==> config.mk <==
export PLATFORM = sky130hd
export DESIGN_NAME = cache_mem_arbiter
export DESIGN_NICKNAME = d
export VERILOG_FILES = /design/src/rtl/cpu_types_pkg.sv /design/src/rtl/cache_mem_arbiter.sv
export SDC_FILE = /design/constraint.sdc
export NUM_CORES = 1
export LEC_CHECK = 0
export ABC_AREA = 1
export CAP_MARGIN = 10
export CORE_AREA = 2 2 103 105
export CTS_BUF_LIST = sky130_fd_sc_hd__clkbuf_16
export CTS_CLUSTER_SIZE = 30
export DETAILED_ROUTE_END_ITERATION = 10
export DIE_AREA = 0 0 105 107
export DONT_BUFFER_PORTS = 1
export PLACE_DENSITY = 0.37
export REMOVE_ABC_BUFFERS = 1
export SETUP_SLACK_MARGIN = 0.4
export SLEW_MARGIN = 20
export SYNTH_ARGS = -nofsm -noshare
export SYNTH_HDL_FRONTEND = slang
export SYNTH_SLANG_ARGS = --single-unit
==> constraint.sdc <==
create_clock -name CLK -period 2.14 [get_ports CLK]
set_input_delay 0.428 -clock CLK [delete_from_list [all_inputs] [get_ports CLK]]
set_output_delay 0.428 -clock CLK [all_outputs]
set_load 0.005 [all_outputs]
==> src/rtl/cpu_types_pkg.sv <==
// Shared CPU-side types: RAM handshake states, memory arbiter states and defaults.
package cpu_types_pkg;

    typedef enum logic [1:0] {
        FREE   = 2'd0,
        BUSY   = 2'd1,
        ACCESS = 2'd2,
        ERROR  = 2'd3
    } ramstate_t;

    typedef enum logic [1:0] {
        IDLE   = 2'd0,
        IGRANT = 2'd1,
        DGRANT = 2'd2
    } arb_state_t;

    localparam int BURST_WORDS  = 2;
    localparam int STARVE_LIMIT = 3;
    localparam int ADDR_W       = 32;

endpackage

==> src/rtl/cache_mem_arbiter.sv <==
// Shares the single RAM port between icache and dcache: burst-held grants,
// dcache priority, and a starvation guard that eventually favours the icache.
module cache_mem_arbiter
    import cpu_types_pkg::*;
#(
    parameter int BURST_WORDS  = cpu_types_pkg::BURST_WORDS,
    parameter int STARVE_LIMIT = cpu_types_pkg::STARVE_LIMIT,
    parameter int ADDR_W       = cpu_types_pkg::ADDR_W
) (
    input  logic              CLK,
    input  logic              RST,
    input  logic              iREN,
    input  logic [ADDR_W-1:0] iaddr,
    output logic              iwait,
    output logic [ADDR_W-1:0] iload,
    input  logic              dREN,
    input  logic              dWEN,
    input  logic [ADDR_W-1:0] daddr,
    input  logic [ADDR_W-1:0] dstore,
    output logic              dwait,
    output logic [ADDR_W-1:0] dload,
    output logic              ramREN,
    output logic              ramWEN,
    output logic [ADDR_W-1:0] ramaddr,
    output logic [ADDR_W-1:0] ramstore,
    input  logic [ADDR_W-1:0] ramload,
    input  ramstate_t         ramstate
);

    localparam int BW = $clog2(BURST_WORDS + 1);
    localparam int SW = $clog2(STARVE_LIMIT + 1);
    localparam logic [BW-1:0] BURST_LAST = BW'(BURST_WORDS - 1);
    localparam logic [SW-1:0] STARVE_MAX = SW'(STARVE_LIMIT);

    arb_state_t    state, state_next;
    logic [BW-1:0] burst_cnt, burst_next;
    logic [SW-1:0] starve_cnt, starve_next;
    logic          dreq;
    logic          access;

    assign dreq   = dREN | dWEN;
    assign access = (ramstate == ACCESS);

    always_ff @(posedge CLK) begin
        if (RST) begin
            state      <= IDLE;
            burst_cnt  <= '0;
            starve_cnt <= '0;
        end else begin
            state      <= state_next;
            burst_cnt  <= burst_next;
            starve_cnt <= starve_next;
        end
    end

    always_comb begin
        state_next  = state;
        burst_next  = burst_cnt;
        starve_next = starve_cnt;
        ramREN      = 1'b0;
        ramWEN      = 1'b0;
        ramaddr     = '0;
        ramstore    = '0;
        iwait       = 1'b1;
        dwait       = 1'b1;
        iload       = '0;
        dload       = '0;

        case (state)
            IDLE: begin
                if (dreq && (!iREN || starve_cnt < STARVE_MAX)) begin
                    state_next = DGRANT;
                end else if (iREN) begin
                    state_next = IGRANT;
                end
            end

            DGRANT: begin
                ramaddr  = daddr;
                ramstore = dstore;
                ramWEN   = dWEN;
                ramREN   = dREN & ~dWEN;
                // A dcache burst that ends while the icache waits counts toward starvation.
                if (access) begin
                    dwait = 1'b0;
                    dload = ramload;
                    if (burst_cnt == BURST_LAST) begin
                        state_next = IDLE;
                        burst_next = '0;
                        if (iREN && starve_cnt != STARVE_MAX) begin
                            starve_next = starve_cnt + 1'b1;
                        end
                    end else begin
                        burst_next = burst_cnt + 1'b1;
                    end
                end else if (!dreq) begin
                    state_next = IDLE;
                    burst_next = '0;
                    if (iREN && starve_cnt != STARVE_MAX) begin
                        starve_next = starve_cnt + 1'b1;
                    end
                end
            end

            IGRANT: begin
                ramREN  = 1'b1;
                ramaddr = iaddr;
                if (access) begin
                    iwait       = 1'b0;
                    iload       = ramload;
                    starve_next = '0;
                    if (burst_cnt == BURST_LAST) begin
                        state_next = IDLE;
                        burst_next = '0;
                    end else begin
                        burst_next = burst_cnt + 1'b1;
                    end
                end else if (!iREN) begin
                    state_next = IDLE;
                    burst_next = '0;
                end
            end

            default: begin
                state_next = IDLE;
                burst_next = '0;
            end
        endcase
    end

endmodule
==> impl_metrics.env, run 1 <==
export IMPL_synth_most_common_cell="nand2_1"
export IMPL_cts_buffers=3
export IMPL_viasPerCell=4.59
export IMPL_fin_crit_ps=1880
export IMPL_p_leak_uw=0.00156
export IMPL_die_y_um=107
export IMPL_crit_fanout=8
export IMPL_rsz0062_at_grt="yes"
export IMPL_fin_nets=525
export IMPL_synth_area_leader_cell="nand2_1"
export IMPL_cp_arrival_ps=1450
export IMPL_syn_instance_count=364
export IMPL_core_sq_mm=0.0101
export IMPL_ios=267
export IMPL_wl_mm=9.52
export IMPL_cts_htree_levels=1
export IMPL_cts_buffer_depth=2
export IMPL_num_rows=37
export IMPL_ys_seq_area_frac=0.0736
export IMPL_antenna_cells=0
export IMPL_critPathRequiredTime_ps=1710
export IMPL_antenna_found_initial=0
export IMPL_cpMostUsedCell="buf_12"
export IMPL_synth_top_area_frac=0.267
export IMPL_slew_headroom=0.854
export IMPL_dieWidth_um=105
export IMPL_cts_tree="yes"
export IMPL_holdBufCountCts=0
export IMPL_synth_edf_count=0
export IMPL_clk_latency_ps=230
export IMPL_slew_viol_final=0
export IMPL_synthToLayoutAreaGrowth_pct=97.2
export IMPL_critical_path_class="flop to output port"
export IMPL_cp_end_kind="output port"
export IMPL_overflow=0
export IMPL_synth_commonest_cells="116 x nand2_1, 80 x nor2_1, 79 x inv_1"
export IMPL_max_stage_delay_ps=370
export IMPL_fin_crit_sh=0.877
export IMPL_hold_path_class="primary input to flop"
export IMPL_numClockSinks=6
export IMPL_grt_pass1_vias=2088
export IMPL_grt_usage=0.132
export IMPL_fin_hold_ws_ps=419
export IMPL_maxCapViolations=0
export IMPL_setup_viol=0
export IMPL_drc=0
export IMPL_status="finished, final reports clean"
export IMPL_wl_per_cell_um=18.4
export IMPL_max_freq_ghz=0.533
export IMPL_ant_nets=0
export IMPL_vias=2376
export IMPL_drive_gt1_frac=0.450
export IMPL_start_util=0.162
export IMPL_slowest_stage="dfxtp_4"
export IMPL_clkSlewWorstSetupHoldPaths_ps=40
export IMPL_hold_viol=0
export IMPL_io_buffer_count=0
export IMPL_drtIter0Drc=182
export IMPL_syn_area_sq_mm=0.00163
export IMPL_async_reset_ff_frac=0
export IMPL_setup_tns_ps=0
export IMPL_grt_max_degree=33
export IMPL_gp_congestion=0.800
export IMPL_synth_ff_type="dfxtp_1"
export IMPL_tightest_slew_ps=220
export IMPL_first_pass_iters=4
export IMPL_start_kind="flop"
export IMPL_ys_ff_latch=6
export IMPL_yosys_warnings=0
export IMPL_dp_hpwl_mm=5.33
export IMPL_grt_pass1_wl_mm=11.7
export IMPL_ys_types=21
export IMPL_cts_root_buf="clkbuf_16"
export IMPL_power_uw=3640
export IMPL_synth_area_top_cells="nand2_1 27%, nor2_1 18%, inv_1 18%, a21oi_1 10%, dfxtp_1 7.4%"
export IMPL_syn_avg_cell_area_sq_um=4.48
export IMPL_max_vdd_ir_drop_mv=0.490
export IMPL_path_cells="buf_12 > ha_4 > buf_12 > clkbuf_16 > nand2_1 > a21oi_1"
export IMPL_dieArea_sq_mm=0.0112
export IMPL_clock_skew_ps=1.92
export IMPL_p_per_area_mw_per_mm2=1130
[flip-flops by register name (all words and copies together) (netlist names)]
| name | count |
|---|---|
| burst_cnt | 2 |
| starve_cnt | 2 |
| state | 2 |
[area by class of cell]
class | instances | area, sq um
Sequential cell | 6 | 128
Multi-Input combinational cell | 257 | 1830
Inverter | 81 | 322
Tap cell | 136 | 170
Fill cell | 1067 | 6880
Clock buffer | 3 | 75.1
Timing Repair Buffer | 35 | 693
[report_power, final]
part | switching, uW | leakage (uW) | internal (uW) | total (uW)
Sequential | 43.8 | 0.0000505 | 162 | 206
Combinational | 1760 | 0.00147 | 1360 | 3120
Clock | 70.4 | 0.0000370 | 241 | 311
[placed cells by master, fill, tap and decap left out, drive strengths merged]
| cell | count |
|---|---|
| nor2 | 82 |
| a21oi | 34 |
| clkinv | 1 |
| or2 | 1 |
| o21ai | 2 |
| o21bai | 1 |
| buf | 29 |
| nand2 | 119 |
| nor3 | 2 |
| dfxtp | 6 |
| inv | 80 |
| clkbuf | 9 |
| nand3 | 10 |
| ha | 6 |
[cells by family after synthesis]
kind of cell | synth area share
DFF | 0.0736
AOI/OAI and AO/OA | 0.115
and+or+nand+nor | 0.520
adders and majority gates | 0.0460
buffers and inverters | 0.245
[worst paths after layout]
| path | start | end | slack [ps] | cells past startpoint |
|---|---|---|---|---|
| worst min-delay path | RST | state[0]$_SDFFE_PP0P_ | 420 | 3 |
| worst max-delay path | state[1]$_SDFFE_PP0P_ | ramaddr[4] | 260 | 6 |
| worst min register to register | burst_cnt[1]$_SDFFE_PP0P_ | burst_cnt[1]$_SDFFE_PP0P_ | 430 | 2 |
| worst max register to register | state[0]$_SDFFE_PP0P_ | state[1]$_SDFFE_PP0P_ | 450 | 11 |
[critical path, delay by kind of cell, from the launching register on]
kind | cells | cell delay, ps
adder cells (fa/ha/maj) | 1 | 160
AO/OA/AOI/OAI | 1 | 190
buffers and inverters | 3 | 420
flip-flops | 1 | 370
AND/OR/NAND/NOR | 1 | 70
[metrics by stage]
stage	setup WS (ps)	std cells	util	area (sq um)
finish	263	518	0.319	3220
global route	209	518	0.319	3220
CTS	274	506	0.271	2740
detailed placement	197	488	0.178	1790
global placement	287	488	0.178	1790
floorplan	-232	344	-	1540
[layer usage]
| metal | track usage | up-vias | wire (um) |
|---|---|---|---|
| li1 | - | 1098 | - |
| met1 | 0.178 | 1147 | 3890 |
| met2 | 0.227 | 125 | 5010 |
| met3 | 0.00790 | 6 | 556 |
| met4 | 0.0410 | 0 | 61 |
| met5 | 0 | - | 0 |
[what timing repair did]
item	4_1_cts	5_1_grt
gates resized for setup	147	73
gates cloned	8	6
pin swaps	2	20
endpoints found under the setup margin	130	129
buffers inserted	7	6
No activity file was read; power rests on OpenSTA's default activity.
==> run 2: changes to the inputs <==
--- a/config.mk
+++ b/config.mk
@@ -7,13 +7,13 @@
 export LEC_CHECK = 0
 export ABC_AREA = 1
 export CAP_MARGIN = 10
-export CORE_AREA = 2 2 103 105
+export CORE_AREA = 8 8 98 100
 export CTS_BUF_LIST = sky130_fd_sc_hd__clkbuf_16
 export CTS_CLUSTER_SIZE = 30
 export DETAILED_ROUTE_END_ITERATION = 10
-export DIE_AREA = 0 0 105 107
+export DIE_AREA = 0 0 106 108
 export DONT_BUFFER_PORTS = 1
-export PLACE_DENSITY = 0.37
+export PLACE_DENSITY = 0.42
 export REMOVE_ABC_BUFFERS = 1
 export SETUP_SLACK_MARGIN = 0.4
 export SLEW_MARGIN = 20
==> constraint.sdc (replaced) <==
create_clock -name CLK -period 1.66 [get_ports CLK]
set_input_delay 0.332 -clock CLK [delete_from_list [all_inputs] [get_ports CLK]]
set_output_delay 0.332 -clock CLK [all_outputs]
set_load 0.005 [all_outputs]
==> impl_metrics.env, run 2 (synthesized netlist as in run 1, its figures left out) <==
export IMPL_status="finished with violations"
export IMPL_violations="negative setup slack"
export IMPL_final_cell_mix="77 x nand2_1, 59 x nor2_2, 57 x inv_1, 23 x a21oi_2"
export IMPL_cts_root_buf="clkbuf_16"
export IMPL_ios=267
export IMPL_cts_tree="yes"
export IMPL_drtIter0Drc=179
export IMPL_placed_area_sq_mm=0.00193
export IMPL_power_internal_uw=2290
export IMPL_start_kind="flop"
export IMPL_ant_nets=0
export IMPL_critPathLaunch="state[1]$_SDFFE_PP0P_"
export IMPL_slowest_stage="dfxtp_4"
export IMPL_fill_cells=828
export IMPL_path_cells="buf_6 > ha_4 > buf_6 > clkbuf_16 > nand2_4 > a21oi_4"
export IMPL_cts_buffer_depth=2
export IMPL_fin_crit_ps=1790
export IMPL_power_frac_seq=0.052
export IMPL_viasPerCell=4.83
export IMPL_final_common_cell="nand2_1"
export IMPL_hold_path_class="primary input to flop"
export IMPL_synthToLayoutAreaGrowth_pct=87.5
export IMPL_antenna_found_initial=0
export IMPL_setup_viol=84
export IMPL_maxCapViolations=0
export IMPL_slew_headroom=0.855
export IMPL_grt_pass1_wl_mm=13.3
export IMPL_numClockSinks=6
export IMPL_pwr_share_comb=0.862
export IMPL_p_sw_frac=0.511
export IMPL_grt_pass1_vias=2256
export IMPL_grt_max_degree=33
export IMPL_wl_per_cell_um=21.3
export IMPL_overflow=0
export IMPL_num_rows=33
export IMPL_max_freq_ghz=0.560
export IMPL_core_sq_mm=0.00805
export IMPL_register_area_sq_um=125
export IMPL_dieArea_sq_mm=0.0114
export IMPL_p_per_area_mw_per_mm2=1530
export IMPL_max_stage_delay_ps=360
export IMPL_clkSlewWorstSetupHoldPaths_ps=30
export IMPL_multiInputGateArea_sq_mm=0.00173
export IMPL_slew_viol_final=0
export IMPL_p_clk_frac=0.085
export IMPL_fin_crit_sh=1.08
export IMPL_gp_congestion=0.811
export IMPL_grt_usage=0.143
export IMPL_die_y_um=108
export IMPL_critical_path_class="flop to output port"
export IMPL_r2r_setup_slack_ps=140
export IMPL_dieWidth_um=106
export IMPL_cp_end_kind="output port"
export IMPL_clock_skew_ps=1.69
export IMPL_first_pass_iters=4
export IMPL_fin_nets=537
export IMPL_post_route_util=0.380
export IMPL_drc=0
export IMPL_clk_latency_ps=230
export IMPL_start_util=0.203
export IMPL_dp_hpwl_mm=7.07
export IMPL_cp_arrival_ps=1450
export IMPL_power_switching_uw=2390
export IMPL_crit_fanout=6
export IMPL_setup_ws_ps=-126
export IMPL_tightest_slew_ps=216
export IMPL_dp_worst_setup_slack_ps=8.64
export IMPL_io_buffer_count=0
export IMPL_cts_buffers=3
export IMPL_power_uw=4680
export IMPL_r2r_start="state[0]$_SDFFE_PP0P_"
export IMPL_critPathRequiredTime_ps=1330
export IMPL_hold_viol=0
export IMPL_setup_tns_ps=-3920
export IMPL_antenna_cells=0
export IMPL_rsz0062_at_grt="yes"
export IMPL_max_vdd_ir_drop_mv=0.789
export IMPL_postLayoutCellArea_sq_mm=0.00306
export IMPL_worstHoldStart="RST"
export IMPL_p_leak_uw=0.00156
export IMPL_top_regs="burst_cnt: 2 flops, starve_cnt: 2 flops, state: 2 flops"
export IMPL_drive_gt1_frac=0.563
export IMPL_wl_mm=10.6
export IMPL_vias=2410
export IMPL_cpMostUsedCell="buf_6"
export IMPL_cts_htree_levels=1
## run 2: cell count changes in the layout (fill, tap and decap cells not counted), sizes merged
cell / change
buf: +12
bufbuf: +1
clkbuf: -1
## run 2: critical path: cells and delay by family (launching register included)
family	cells	cell delay, ps
flops	1	360
buf+inv	3	410
simple gates	1	50
compound gates	1	170
fa+ha+maj	1	220
## run 2: cell type report
| type | instances | area share |
|---|---|---|
| well taps | 105 | 0.0429 |
| repair buffers | 47 | 0.221 |
| multi-input cells | 257 | 0.565 |
| flip-flops and latches | 6 | 0.0409 |
| inverters | 81 | 0.105 |
| clock buffers | 3 | 0.0245 |
## run 2: timing repair
action,CTS,global route
setup buffers,5,1
hold buffers,0,0
setup endpoints to repair,138,138
gates cloned,6,7
pin swaps,13,20
resized for setup,112,110
## run 2: power groups by stage
stage	registers (uW)	logic (uW)	clock network (uW)
2_1_floorplan	229	1270	0
3_3_place_gp	229	2090	0
3_5_place_dp	230	2080	0
4_1_cts	235	3350	405
5_1_grt	252	4300	418
6_report	245	4040	400
## run 2: layer usage
| layer | part of all wire | wire length, um | track usage | vias to the layer above |
|---|---|---|---|---|
| li1 | - | - | - | 1114 |
| met1 | 0.36 | 3840 | 0.151 | 1158 |
| met2 | 0.57 | 6010 | 0.277 | 129 |
| met3 | 0.062 | 654 | 0.0321 | 9 |
| met4 | 0.010 | 107 | 0.0372 | 0 |
| met5 | 0 | 0 | 0 | - |
## run 2: worst paths after layout
path	to	cells after the start
worst min register to register	burst_cnt[1]$_SDFFE_PP0P_	2
worst max register to register	state[1]$_SDFFE_PP0P_	9
worst max-delay path	ramaddr[10]	6
worst min-delay path	state[1]$_SDFFE_PP0P_	3
## run 2: through the flow
step | hold WS [ps] | instances
final | 319 | 499
after global routing | 338 | 499
after CTS | 326 | 491
after detailed placement | 442 | 477
after global placement | 433 | 477
after floorplan | 416 | 344
==> run 3: changes to the inputs <==
--- a/config.mk
+++ b/config.mk
@@ -7,13 +7,14 @@
 export LEC_CHECK = 0
 export ABC_AREA = 1
 export CAP_MARGIN = 10
-export CORE_AREA = 8 8 98 100
+export CORE_AREA = 2 2 103 105
 export CTS_BUF_LIST = sky130_fd_sc_hd__clkbuf_16
 export CTS_CLUSTER_SIZE = 30
 export DETAILED_ROUTE_END_ITERATION = 10
-export DIE_AREA = 0 0 106 108
+export DIE_AREA = 0 0 105 107
 export DONT_BUFFER_PORTS = 1
-export PLACE_DENSITY = 0.42
+export GPL_TIMING_DRIVEN = 0
+export PLACE_DENSITY = 0.38
 export REMOVE_ABC_BUFFERS = 1
 export SETUP_SLACK_MARGIN = 0.4
 export SLEW_MARGIN = 20
==> impl_metrics.env, run 3 (synthesized netlist as in run 1, its figures left out) <==
export IMPL_drtIter0Drc=164
export IMPL_slew_headroom=0.601
export IMPL_path_cells="buf_12 > ha_4 > clkbuf_16 > nand2_1 > a21oi_2"
export IMPL_dieArea_sq_mm=0.0112
export IMPL_clk_latency_ps=230
export IMPL_antenna_cells=0
export IMPL_grt_usage=0.146
export IMPL_status="finished with violations"
export IMPL_tightest_slew_ps=597
export IMPL_setup_tns_ps=-3760
export IMPL_viasPerCell=4.62
export IMPL_dieWidth_um=105
export IMPL_r2r_start="state[1]$_SDFFE_PP0P_"
export IMPL_cts_buffer_depth=2
export IMPL_first_pass_iters=4
export IMPL_cts_root_buf="clkbuf_16"
export IMPL_clock_skew_ps=2.11
export IMPL_synthToLayoutAreaGrowth_pct=139
export IMPL_worstHoldStart="RST"
export IMPL_critPathBufInv=2
export IMPL_dp_hpwl_mm=5.04
export IMPL_num_rows=37
export IMPL_hold_path_depth=3
export IMPL_hold_end="state[1]$_SDFFE_PP0P_"
export IMPL_cts_buffers=3
export IMPL_final_common_cell="nor2_4"
export IMPL_r2r_setup_slack_ps=10
export IMPL_grtUsageMet3=0.0213
export IMPL_setup_viol=99
export IMPL_critical_path_class="flop to output port"
export IMPL_gp_congestion=0.761
export IMPL_max_stage_delay_ps=370
export IMPL_critical_path_top_delay_family="flip-flops"
export IMPL_rsz0062_at_grt="yes"
export IMPL_vias=2465
export IMPL_crit_fanout=10
export IMPL_drive_gt1_frac=0.665
export IMPL_grt_pass1_vias=2149
export IMPL_start_util=0.162
export IMPL_critPathRequiredTime_ps=1330
export IMPL_grt_busiest_layer="met2"
export IMPL_grt_max_degree=21
export IMPL_slew_viol_final=0
export IMPL_max_freq_ghz=0.574
export IMPL_grt_pass1_wl_mm=12.8
export IMPL_antenna_found_initial=0
export IMPL_max_vdd_ir_drop_mv=0.930
export IMPL_met1_usage=0.197
export IMPL_cts_tree="yes"
export IMPL_die_y_um=107
export IMPL_grtUsageMet2=0.255
export IMPL_cts_htree_levels=1
export IMPL_overflow=0
export IMPL_start_kind="flop"
export IMPL_top_regs="burst_cnt: 2 flops, starve_cnt: 2 flops, state: 2 flops"
export IMPL_ios=267
export IMPL_r2r_end="state[1]$_SDFFE_PP0P_"
export IMPL_reg2reg_depth=11
export IMPL_cp_end_kind="output port"
export IMPL_clkSlewWorstSetupHoldPaths_ps=30
export IMPL_violations="negative setup slack"
export IMPL_p_leak_uw=0.00171
export IMPL_wl_per_cell_um=19.7
export IMPL_fin_crit_sh=1.05
export IMPL_p_per_area_mw_per_mm2=1490
export IMPL_maxCapViolations=0
export IMPL_ant_nets=0
export IMPL_slowest_stage="dfxtp_4"
export IMPL_wl_mm=10.5
export IMPL_post_route_util=0.386
export IMPL_cp_arrival_ps=1410
export IMPL_hold_viol=0
export IMPL_hold_path_class="primary input to flop"
export IMPL_final_cell_mix="66 x nor2_4, 60 x nand2_1, 45 x inv_1, 41 x nand2_4, 33 x inv_2"
export IMPL_drc=0
export IMPL_fin_nets=540
export IMPL_fin_crit_ps=1740
export IMPL_setup_ws_ps=-81.5
export IMPL_io_buffer_count=0
export IMPL_numClockSinks=6
export IMPL_core_sq_mm=0.0101
[run 3: cell types whose count changed in the layout (fill, tap and decap cells not counted), moves of 9 or more]
cell / previous run / this run
nor2_4: 3 / 66
nor2_2: 59 / 2
nand2_4: 21 / 41
nand2_1: 77 / 60
buf_4: 20 / 4
inv_1: 57 / 45
inv_2: 21 / 33
buf_12: 5 / 14
[run 3: power breakdown]
part           internal (uW)  switching [uW]
sequential               209            56.2
clock                    309            83.2
combinational           2280            2890
[run 3: worst max path at each step]
stage,startpoint,endpoint,slack [ps],cells past startpoint
after detailed placement,state[0]$_SDFFE_PP0P_,ramaddr[31],-970,4
after global placement,state[1]$_SDFFE_PP0P_,iload[13],-1430,4
after floorplan,state[1]$_SDFFE_PP0P_,iload[0],-620,4
after global routing,state[0]$_SDFFE_PP0P_,ramaddr[15],-140,5
final,state[1]$_SDFFE_PP0P_,ramaddr[7],-80,5
after CTS,state[1]$_SDFFE_PP0P_,ramaddr[31],-50,5
[run 3: worst min-delay path: cells and delay by family]
kind,cells,cell delay (ps)
buffers and inverters,1,100
AND/OR/NAND/NOR,2,130
[run 3: repair_timing]
item,CTS,global route
pin swaps,12,18
hold buffers,0,0
gates resized for setup,229,140
gates cloned,11,7
buffers inserted,26,5
setup endpoints to repair,138,138
[run 3: cell type report]
class                      count  area, sq um
clock buffer                   3         75.1
fill                        1017         6190
inverter                      81          335
multi-input combinational    264         2430
sequential                     6          128
tap                          136          170
timing repair buffer          40          724
timing repair inverter         3         38.8
[run 3: stage by stage]
stage          hold slack, ps  std cells  cell area, sq um  power (uW)  setup slack [ps]
3_5_place_dp              432        481              1740        1970              -969
4_1_cts                   358        521              3190        4760             -53.3
2_1_floorplan             416        344              1540        1500              -616
3_3_place_gp              428        480              1710        1920             -1430
6_report                  373        533              3900        5830             -81.5
5_1_grt                   394        533              3900        6170              -141
[run 3: routing by layer]
metal | vias to the layer above | share of wire
li1 | 1140 | -
met1 | 1188 | 0.41
met2 | 124 | 0.52
met3 | 13 | 0.055
met4 | 0 | 0.013
met5 | - | 0
